===== config.mk =====
export PLATFORM = sky130hd
export DESIGN_NAME = uart_pkt_scheduler
export DESIGN_NICKNAME = d
export VERILOG_FILES = /design/src/rtl/uart_pkt_pkg.sv /design/src/rtl/uart_pkt_scheduler_rr_arbiter.sv /design/src/rtl/uart_pkt_scheduler.sv
export SDC_FILE = /design/constraint.sdc
export NUM_CORES = 1
export LEC_CHECK = 0
export CAP_MARGIN = 20
export CORE_ASPECT_RATIO = 0.9
export CORE_UTILIZATION = 45
export DETAILED_ROUTE_END_ITERATION = 16
export DONT_BUFFER_PORTS = 1
export PLACE_DENSITY = 0.74
export SYNTH_ARGS = -nofsm -noshare
export SYNTH_HDL_FRONTEND = slang
export SYNTH_SLANG_ARGS = --single-unit

===== constraint.sdc =====
create_clock -name clk -period 2 [get_ports clk]
set_input_delay 0.5 -clock clk [delete_from_list [all_inputs] [get_ports clk]]
set_output_delay 0.5 -clock clk [all_outputs]
set_load 0.02 [all_outputs]

===== src/rtl/uart_pkt_pkg.sv =====
// Shared types and helpers for the UART packet scheduler.
// Holds the FSM encoding, the default sync byte and the checksum rule.
package uart_pkt_pkg;

    typedef enum logic [2:0] {
        ST_IDLE,
        ST_LOAD,
        ST_HEADER,
        ST_PAYLOAD,
        ST_CHECKSUM,
        ST_GAP
    } state_e;

    localparam logic [7:0] DEFAULT_HEADER = 8'hA5;

    // Byte that brings header+payload+checksum to zero mod 256.
    function automatic logic [7:0] pkt_checksum(input logic [7:0] sum);
        return (~sum) + 8'd1;
    endfunction

endpackage


===== src/rtl/uart_pkt_scheduler_rr_arbiter.sv =====
// Combinational round-robin pick: first set request at or above ptr,
// wrapping around; the pointer register lives in the scheduler.
module rr_arbiter
    import uart_pkt_pkg::*;
#(
    parameter int N  = 2,
    parameter int PW = (N > 1) ? $clog2(N) : 1
) (
    input  logic [N-1:0]  req,
    input  logic [PW-1:0] ptr,
    output logic [PW-1:0] grant_idx,
    output logic          any_req
);

    logic found;

    always_comb begin
        grant_idx = '0;
        found     = 1'b0;
        for (int k = 0; k < N; k++) begin
            if (!found && req[(int'(ptr) + k) % N]) begin
                grant_idx = PW'((int'(ptr) + k) % N);
                found     = 1'b1;
            end
        end
    end

    assign any_req = |req;

endmodule


===== src/rtl/uart_pkt_scheduler.sv =====
// Frames packets from several requesters onto a byte-wide valid/ready
// link: header, payload bytes, checksum, then an idle gap.
module uart_pkt_scheduler
    import uart_pkt_pkg::*;
#(
    parameter int         N_REQ       = 2,
    parameter int         PKT_BYTES   = 4,
    parameter logic [7:0] HEADER_BYTE = DEFAULT_HEADER,
    parameter int         GAP_CLKS    = 16,
    localparam int        GW          = (N_REQ > 1) ? $clog2(N_REQ) : 1,
    localparam int        PKT_W       = PKT_BYTES * 8
) (
    input  logic                   clk,
    input  logic                   rst,
    input  logic [N_REQ-1:0]       req_valid,
    input  logic [N_REQ*PKT_W-1:0] req_data,
    output logic [N_REQ-1:0]       req_ready,
    output logic [7:0]             tx_data,
    output logic                   tx_valid,
    input  logic                   tx_ready,
    output logic                   busy,
    output logic [GW-1:0]          grant_id
);

    localparam int IW       = $clog2(PKT_BYTES + 1);
    localparam int CW       = (GAP_CLKS > 0) ? $clog2(GAP_CLKS + 1) : 1;
    localparam int GAP_LAST = (GAP_CLKS > 0) ? GAP_CLKS - 1 : 0;

    state_e           state_q;
    logic [PKT_W-1:0] buf_q;
    logic [7:0]       sum_q;
    logic [7:0]       tx_data_q;
    logic             tx_valid_q;
    logic [IW-1:0]    idx_q;
    logic [CW-1:0]    gap_q;
    logic [GW-1:0]    ptr_q;
    logic [GW-1:0]    grant_q;

    logic [GW-1:0]    grant_w;
    logic             any_req;
    logic [PKT_W-1:0] slice_w;
    logic [PKT_W-1:0] shift_w;
    logic [7:0]       sum_d;
    logic [GW-1:0]    ptr_d;
    logic             hs;
    logic             last_byte;

    rr_arbiter #(
        .N  (N_REQ),
        .PW (GW)
    ) u_arb (
        .req       (req_valid),
        .ptr       (ptr_q),
        .grant_idx (grant_w),
        .any_req   (any_req)
    );

    always_comb begin
        slice_w = '0;
        for (int i = 0; i < N_REQ; i++) begin
            if (grant_w == GW'(i)) begin
                slice_w = req_data[i*PKT_W +: PKT_W];
            end
        end
    end

    always_comb begin
        req_ready = '0;
        for (int i = 0; i < N_REQ; i++) begin
            req_ready[i] = (state_q == ST_LOAD) && any_req
                           && (grant_w == GW'(i));
        end
    end

    // Payload is consumed by shifting, so the next byte is always at [7:0].
    assign shift_w   = buf_q >> 8;
    assign sum_d     = sum_q + tx_data_q;
    assign ptr_d     = (grant_w == GW'(N_REQ - 1)) ? '0 : grant_w + GW'(1);
    assign hs        = tx_valid_q && tx_ready;
    assign last_byte = (idx_q == IW'(PKT_BYTES - 1));

    assign tx_data  = tx_data_q;
    assign tx_valid = tx_valid_q;
    assign busy     = (state_q != ST_IDLE);
    assign grant_id = grant_q;

    always_ff @(posedge clk or negedge rst) begin
        if (!rst) begin
            state_q    <= ST_IDLE;
            buf_q      <= '0;
            sum_q      <= '0;
            tx_data_q  <= '0;
            tx_valid_q <= 1'b0;
            idx_q      <= '0;
            gap_q      <= '0;
            ptr_q      <= '0;
            grant_q    <= '0;
        end else begin
            unique case (state_q)
                ST_IDLE: begin
                    if (|req_valid) begin
                        state_q <= ST_LOAD;
                    end
                end
                ST_LOAD: begin
                    if (any_req) begin
                        buf_q      <= slice_w;
                        grant_q    <= grant_w;
                        ptr_q      <= ptr_d;
                        sum_q      <= HEADER_BYTE;
                        idx_q      <= '0;
                        tx_valid_q <= 1'b1;
                        tx_data_q  <= HEADER_BYTE;
                        state_q    <= ST_HEADER;
                    end else begin
                        state_q <= ST_IDLE;
                    end
                end
                ST_HEADER: begin
                    if (hs) begin
                        tx_data_q <= buf_q[7:0];
                        state_q   <= ST_PAYLOAD;
                    end
                end
                ST_PAYLOAD: begin
                    if (hs) begin
                        sum_q <= sum_d;
                        idx_q <= idx_q + IW'(1);
                        buf_q <= shift_w;
                        if (last_byte) begin
                            tx_data_q <= pkt_checksum(sum_d);
                            state_q   <= ST_CHECKSUM;
                        end else begin
                            tx_data_q <= shift_w[7:0];
                        end
                    end
                end
                ST_CHECKSUM: begin
                    if (hs) begin
                        tx_valid_q <= 1'b0;
                        tx_data_q  <= '0;
                        gap_q      <= '0;
                        state_q    <= ST_GAP;
                    end
                end
                ST_GAP: begin
                    if (gap_q == CW'(GAP_LAST)) begin
                        state_q <= ST_IDLE;
                    end else begin
                        gap_q <= gap_q + CW'(1);
                    end
                end
                default: begin
                    state_q <= ST_IDLE;
                end
            endcase
        end
    end

endmodule


======== Word level (Yosys, flattened, before mapping) ========
Cells that the tools add are included.
word-level totals
  register bits after elaboration ......... 62
  bits in latches ......................... 0
  bits in writable memories ............... 0
  ROM bits ................................ 0
  input port bits ......................... 69
  output and inout bits ................... 13
  logic and storage cells ................. 92
  memories kept ........................... 0
operators by class
  add/sub/neg operators ................... 6
  multipliers ............................. 0
  div/mod/pow operators ................... 0
  $lt $le $gt $ge ......................... 2
  equality and inequality tests ........... 15
  shift-type cells ........................ 0
  muxes and demuxes ....................... 38
  bitwise operators ....................... 3
  reductions and logical operators ........ 19
operators by type and width
  kind                                                 count
  2-to-1 mux 32 bit                                    3
  one-hot mux 32 bit (2 select lines)                  1
  2-to-1 mux 8 bit                                     6
  one-hot mux 8 bit (4 select lines)                   1
  2-to-1 mux 3 bit                                     8
  one-hot mux 3 bit (6 select lines)                   1
  != test 2 bit, second input constant                 8
  one-hot mux 8 bit (2 select lines)                   1
  2-to-1 mux 1 bit                                     11
  2-to-1 mux 5 bit                                     2
  one-hot mux 5 bit (2 select lines)                   1
  equality test 3 x 2 -> 1 bit, second input constant  3
  AND reduction 3 bit                                  3
  adder 8 x 1 -> 8 bit, second input constant          1
  adder 8 bit                                          1
  NOT 8 bit                                            1
  equality test 3 bit, second input constant           2
  one-hot mux 3 bit (2 select lines)                   1
  AND reduction 6 bit                                  1
  nonzero test 2 bit                                   3
  adder 5 x 1 -> 5 bit, second input constant          1
  equality test 5 x 4 -> 1 bit, second input constant  1
  logical AND 1 bit                                    5
  AND reduction 5 bit                                  1
  15 further kinds                                     16

======== Depth between registers and ports, before layout ========
  depth in word-level cells ............... 10
  depth in mapped cells ................... 9

======== Modules after synthesis ========
A second synthesis with hierarchy kept.
unflattened totals
  cells, all modules ...................... 433
  area, all modules ....................... 3766.1 sq um
by module, submodules not included
  module              times used  cells each  area an instance (sq um)  seq. area each (sq um)
  uart_pkt_scheduler  1           430         3748.6                    1551.5
  rr_arbiter          1           3           17.5                      0.0

======== Worst setup path after synthesis ========
OpenSTA, ideal clock, no wires.
  path type ............................... reg2reg
  start ................................... reg tx_data_q[0], in the netlist tx_data[0]
  end ..................................... reg tx_data_q[4], in the netlist tx_data[4]
  library setup time ...................... 126 ps
  arrival time ............................ 2195 ps
  required time ........................... 1874 ps
  path slack .............................. -321 ps
  cell stages (with the launch flop) ...... 10
  path buffers ............................ 0
  period minus slack after synthesis ...... 2321 ps
  path through ............................ dfrtp_1 ha_1 inv_1 fa_1 nand2b_1 a21oi_1 xnor2_1 and3_1 o31ai_1 a221o_1
on the way
  word-level cells in the longest chain between the ends .. 6
RTL lines
  item                                RTL line                   text
  start, declared                     uart_pkt_scheduler.sv:32   logic [7:0] tx_data_q;
  start signal, assigned              uart_pkt_scheduler.sv:121  tx_data_q <= buf_q[7:0];
  start signal, assigned              uart_pkt_scheduler.sv:131  tx_data_q <= pkt_checksum(sum_d);
  start signal, assigned              uart_pkt_scheduler.sv:134  tx_data_q <= shift_w[7:0];
  adder 8 bit                         uart_pkt_scheduler.sv:77   assign sum_d = sum_q + tx_data_q;
  NOT 8 bit                           uart_pkt_pkg.sv:18         return (~sum) + 8'd1;
  adder 8 x 1 -> 8 bit                uart_pkt_pkg.sv:18
  2-to-1 mux 8 bit                    uart_pkt_scheduler.sv:130  if (last_byte) begin
  2-to-1 mux 8 bit                    uart_pkt_scheduler.sv:126  if (hs) begin
  one-hot mux 8 bit (4 select lines)  uart_pkt_scheduler.sv:99   unique case (state_q)
No other way between the ends. The select of a mux whose other input is x is not followed.
A chain may end at the register's enable or synchronous reset.

======== Final worst setup path ========
  start ................................... reg sum_q[0]
  end ..................................... reg tx_data_q[7], in the netlist tx_data[7]
on the way
  word-level cells in the longest chain between the ends .. 6
RTL lines
  item                                RTL line                   text
  start, declared                     uart_pkt_scheduler.sv:31   logic [7:0] sum_q;
  start signal, assigned              uart_pkt_scheduler.sv:127  sum_q <= sum_d;
  adder 8 bit                         uart_pkt_scheduler.sv:77
  NOT 8 bit                           uart_pkt_pkg.sv:18
  adder 8 x 1 -> 8 bit                uart_pkt_pkg.sv:18
  2-to-1 mux 8 bit                    uart_pkt_scheduler.sv:130
  2-to-1 mux 8 bit                    uart_pkt_scheduler.sv:126
  one-hot mux 8 bit (4 select lines)  uart_pkt_scheduler.sv:99
No other way between the ends. The select of a mux whose other input is x is not followed.

==> impl.org <==
** Run status
- The flow ran to the end, but the final reports show violations.
- The checks that failed: setup timing.

** Synth
- Average footprint of a synthesized cell :: approximately 8.9 um^2
- Post-synthesis async set-or-reset flop share :: 100.0%
- Of all cell types, the one taking the most synthesized area is dfrtp_1.
- The top cell type by area accounts for 40.96% of the synthesized area.
- The number of nets handed over by synthesis was roughly 500.
- Top post-synthesis cells by count :: dfrtp_1, nand2_1, nor2_1, a21oi_1, o21ai_0
- The most common cell in the synthesized netlist is dfrtp_1.
- In the synthesized netlist the dominant register cell turns out to be dfrtp_1.
- Seq cells post-synth :: 62
- Post-synthesis cell type count :: 56
- Fraction of the yosys area taken by sequential cells :: 40.96%
- Number of synthesized flops with an enable pin :: 0
- Largest cells by area after synthesis :: dfrtp_1, mux2i_1, a21oi_1
- After synthesis the cells add up to 3787 um^2.
- Total of warnings raised by yosys :: 0
- In the synthesized netlist, the number of instances is 427.

** Global routing
- Antenna violations before repair :: 0
- Global routing used 22.55% of the available tracks.
- The first global-routing pass estimated 15,070 um of wire.
- Remaining global-route overflow :: 0
- Entering global routing, the biggest net connects 70 pins.
- The via count of the first global-routing pass came to approximately 3,100.

** Clock tree
- Number of clock buffers inserted by TritonCTS :: 9
- The longest clock path from root to sink contains 2 buffers.
- Clock-pin slew was measured on the worst setup and hold paths at 0.07 ns.
- Deepest level of the CTS H-tree :: 3
- TritonCTS built the clock tree.
- Clock latency reported for the late side of the worst-skew pair :: approximately 0.34 ns
- Clock tree synthesis selected as its root buffer the cell clkbuf_8.
- CTS saw 62 sinks.

** Route
- The detailed router finished its first iteration with 281 violations.
- Top sig layer :: met4
- The routed design uses 4326 um of met2 wire.
- For this block, the routed nets add up to 9132 um of wire.
- The detailed router put a total of 4176 um of wire on met1.
- Vias per cell :: 5.843
- First-pass DRT Iterations :: 5
- After detailed routing, the number of remaining DRC violations is 0.
- Wire length per cell :: 16.48 um
- Antenna viol nets, final :: 0
- The detailed router placed 3,237 vias in this run.
- In the detailed route, the total length drawn on met3 is 476 um.

** Place
- Input and output buffers added on the ports amount to 0.
- Dpl ws :: -0.1809 ns
- The wire-length estimate of the detail-placed layout is 6595 um.
- Placer congestion estimate :: 0.8610
- Once placement completed, the tool counted placed cells totaling about 540.

** Power and ir drop
- Dividing total power by cell area gives a power density of 524.7 nW/um^2.
- Worst IR drop on VDD :: ~0.34 mV
- The share of total power dissipated in sequential elements is 53.9%.
- Internal power of the cells :: 0.001756 W
- The analysis attributes to net switching a power of roughly 0.00057 W.
- Final total power :: ~0.0023 W
- Net switching is 24.50% of the power.
- Relative contribution of combinational cells to total power :: 5.9%
- The clock network burns 40.3% of the power.
- For this design the static power due to leakage is 2.161 nW.

** Floorplan
- For this configuration, the core starts out at a cell density of 46.72%.
- Pin placement for this block handled 82 I/O pins.
- Core area :: 8107 um^2
- In this run the horizontal extent of the chip is 98.71 um.
- Die Ht :: 89.04 um
- Floorplan row count :: 31
- The die covers 8788 um^2.

** Setup path
- The signal on the critical path passes through ha_4, inv_2, fa_2, nand2b_4, a21o_1, a211oi_4, nand2_1, nor4b_2, nor3_1.
- On the critical path the largest part of the delay comes from simple AND/OR/NAND/NOR gates.
- Along the worst path, the maximum fanout reaches 5.
- The largest single stage delay on the critical path is 0.38 ns.
- The critical path is of the flop to flop type.
- STA classifies the critical path endpoint as a flop.
- Counting both buffers and inverters, the worst setup path holds a total of 1.
- Data on the critical path is required at its endpoint by 2.22 ns.
- STA classifies the critical path startpoint as a flop.
- STA puts the critical path data arrival time at 2.35 ns.
- On the critical path, the stage with the largest delay is an instance of dfrtp_1.

** STA
- The count of pins over their slew limit is 0.
- The worst path uses 106.7% of the clock period.
- In the post-route analysis, the smallest setup slack over all paths is -0.1332 ns.
- The tightest hold path in the finished design has a slack of 0.02236 ns.
- Between clock sinks in the finished design, the worst skew comes to between 0.008 and 0.009 ns.
- Setup Total Neg Slack :: -0.2664 ns
- Fin. Hold Viols :: 0
- Final number of setup-violating endpoints :: 2
- After layout, the minimum clock period comes to 2.133 ns.
- In this run the tightest slew margin relative to its limit is roughly two thirds.
- Unrepaired setup endpoints after global routing :: true
- Static timing analysis puts the maximum clock frequency at 468.8 MHz.
- At the pin with the least slew margin, the transition time is slightly above 0.5 ns.

** Cells and area
- The number of antenna diodes in the final layout is 0.
- Post-route insts no fill :: 554
- Relative to the synthesized area, the layout overhead comes to 17.05%.
- Number of inserted filler cells in the final layout :: 708
- NumNets Final :: 532
- Share of cells above drive strength 1 :: 18.68%

** Min path
- The path class of the tightest hold or removal check is primary input to asynchronous set/reset pin.

** Job
- Max-cap violations :: 0
[worst reg2reg max path, stage by stage (launching register included)]
cell and delay (ns):
dfrtp_1 0.38, ha_4 0.15, inv_2 0.03, fa_2 0.34, nand2b_4 0.17, a21o_1 0.20, a211oi_4 0.29, nand2_1 0.12
nor4b_2 0.23, nor3_1 0.08
[power by group through the flow]
stage               clock [W]  combinational (W)  sequential (W)
finish               0.000936           0.000136         0.00125
detailed placement          0           0.000107         0.00128
floorplan                   0          0.0000864         0.00128
global route          0.00102           0.000153         0.00125
global placement            0           0.000105         0.00128
CTS                  0.000954           0.000139         0.00125
[routing by layer]
layer	up-vias	global-route usage [%]
met5	-	0
met4	0	8.548
met3	14	4.691
met2	136	37.26
met1	1523	29.70
li1	1564	-
[cell type report]
| class | instances | area, um^2 | area share, % |
|---|---|---|---|
| clock inverters | 4 | 25.02 | 0.5645 |
| inverters | 13 | 48.80 | 1.101 |
| multi-input cells | 330 | 2232 | 50.35 |
| clock buffers | 12 | 135.1 | 3.048 |
| repair buffers | 34 | 312.8 | 7.056 |
| well taps | 99 | 123.9 | 2.794 |
| flip-flops and latches | 62 | 1555 | 35.08 |
[state kept, by name, indices dropped and copies added (netlist names)]
name / count
state_q: 3
sum_q: 8
gap_q: 5
grant_id: 1
tx_valid: 1
idx_q: 3
tx_data: 8
ptr_q: 1
buf_q: 32
[kinds of logic after synthesis]
group | after synthesis | share of synthesized area, %
AO/OA/AOI/OAI | 132 | 20.91
XOR/XNOR | 7 | 1.817
AND/OR/NAND/NOR | 142 | 17.67
multiplexers | 36 | 9.547
flip-flops | 62 | 40.96
buffers and inverters | 35 | 4.592
adder cells (fa/ha/maj) | 13 | 4.493
[path summary, 6_finish.rpt]
kind / from / cells after the start / to / slack [ns]
max in group asynchronous: rst / 1 / tx_data[0]$_DFFE_PN0P_ / 1.70
worst min-delay path: rst / 1 / grant_id$_DFFE_PN0P_ / 0.02
worst max-delay path: sum_q[0]$_DFFE_PN0P_ / 9 / tx_data[7]$_DFFE_PN0P_ / -0.13
min in group clk: tx_ready / 3 / tx_valid$_DFFE_PN0P_ / 0.38
worst min register to register: buf_q[17]$_DFFE_PN0P_ / 2 / buf_q[17]$_DFFE_PN0P_ / 0.48
worst max register to register: sum_q[0]$_DFFE_PN0P_ / 9 / tx_data[7]$_DFFE_PN0P_ / -0.13
[cell usage in the layout (no fill, tap or decap), drive strengths merged, types with 3 or more instances in the layout]
cell / n
a21o: 7
nand2b: 3
and3: 7
nor2: 48
buf: 34
nand2: 55
clkbuf: 12
a21oi: 45
o21ai: 46
xor2: 4
nor2b: 3
mux2i: 35
xnor2: 3
o22ai: 3
nor3: 6
o31ai: 13
dfrtp: 62
o211ai: 3
inv: 13
nand3: 7
ha: 12
[what timing repair did]
item / in CTS / in global routing
hold buffers: 1 / 0
endpoints found under the hold margin: 62 / 0
setup endpoints to repair: 7 / 17
pin swaps: 9 / 6
setup buffers: 1 / 1
resized for setup: 7 / 13
[metrics by stage]
stage / util (%) / cell area, um^2
2_1_floorplan: - / 3844
3_3_place_gp: 50.96 / 4131
3_5_place_dp: 50.96 / 4131
4_1_cts: 53.91 / 4370
5_1_grt: 54.68 / 4433
6_report: 54.68 / 4433
No activity file was read; power rests on OpenSTA's default activity.
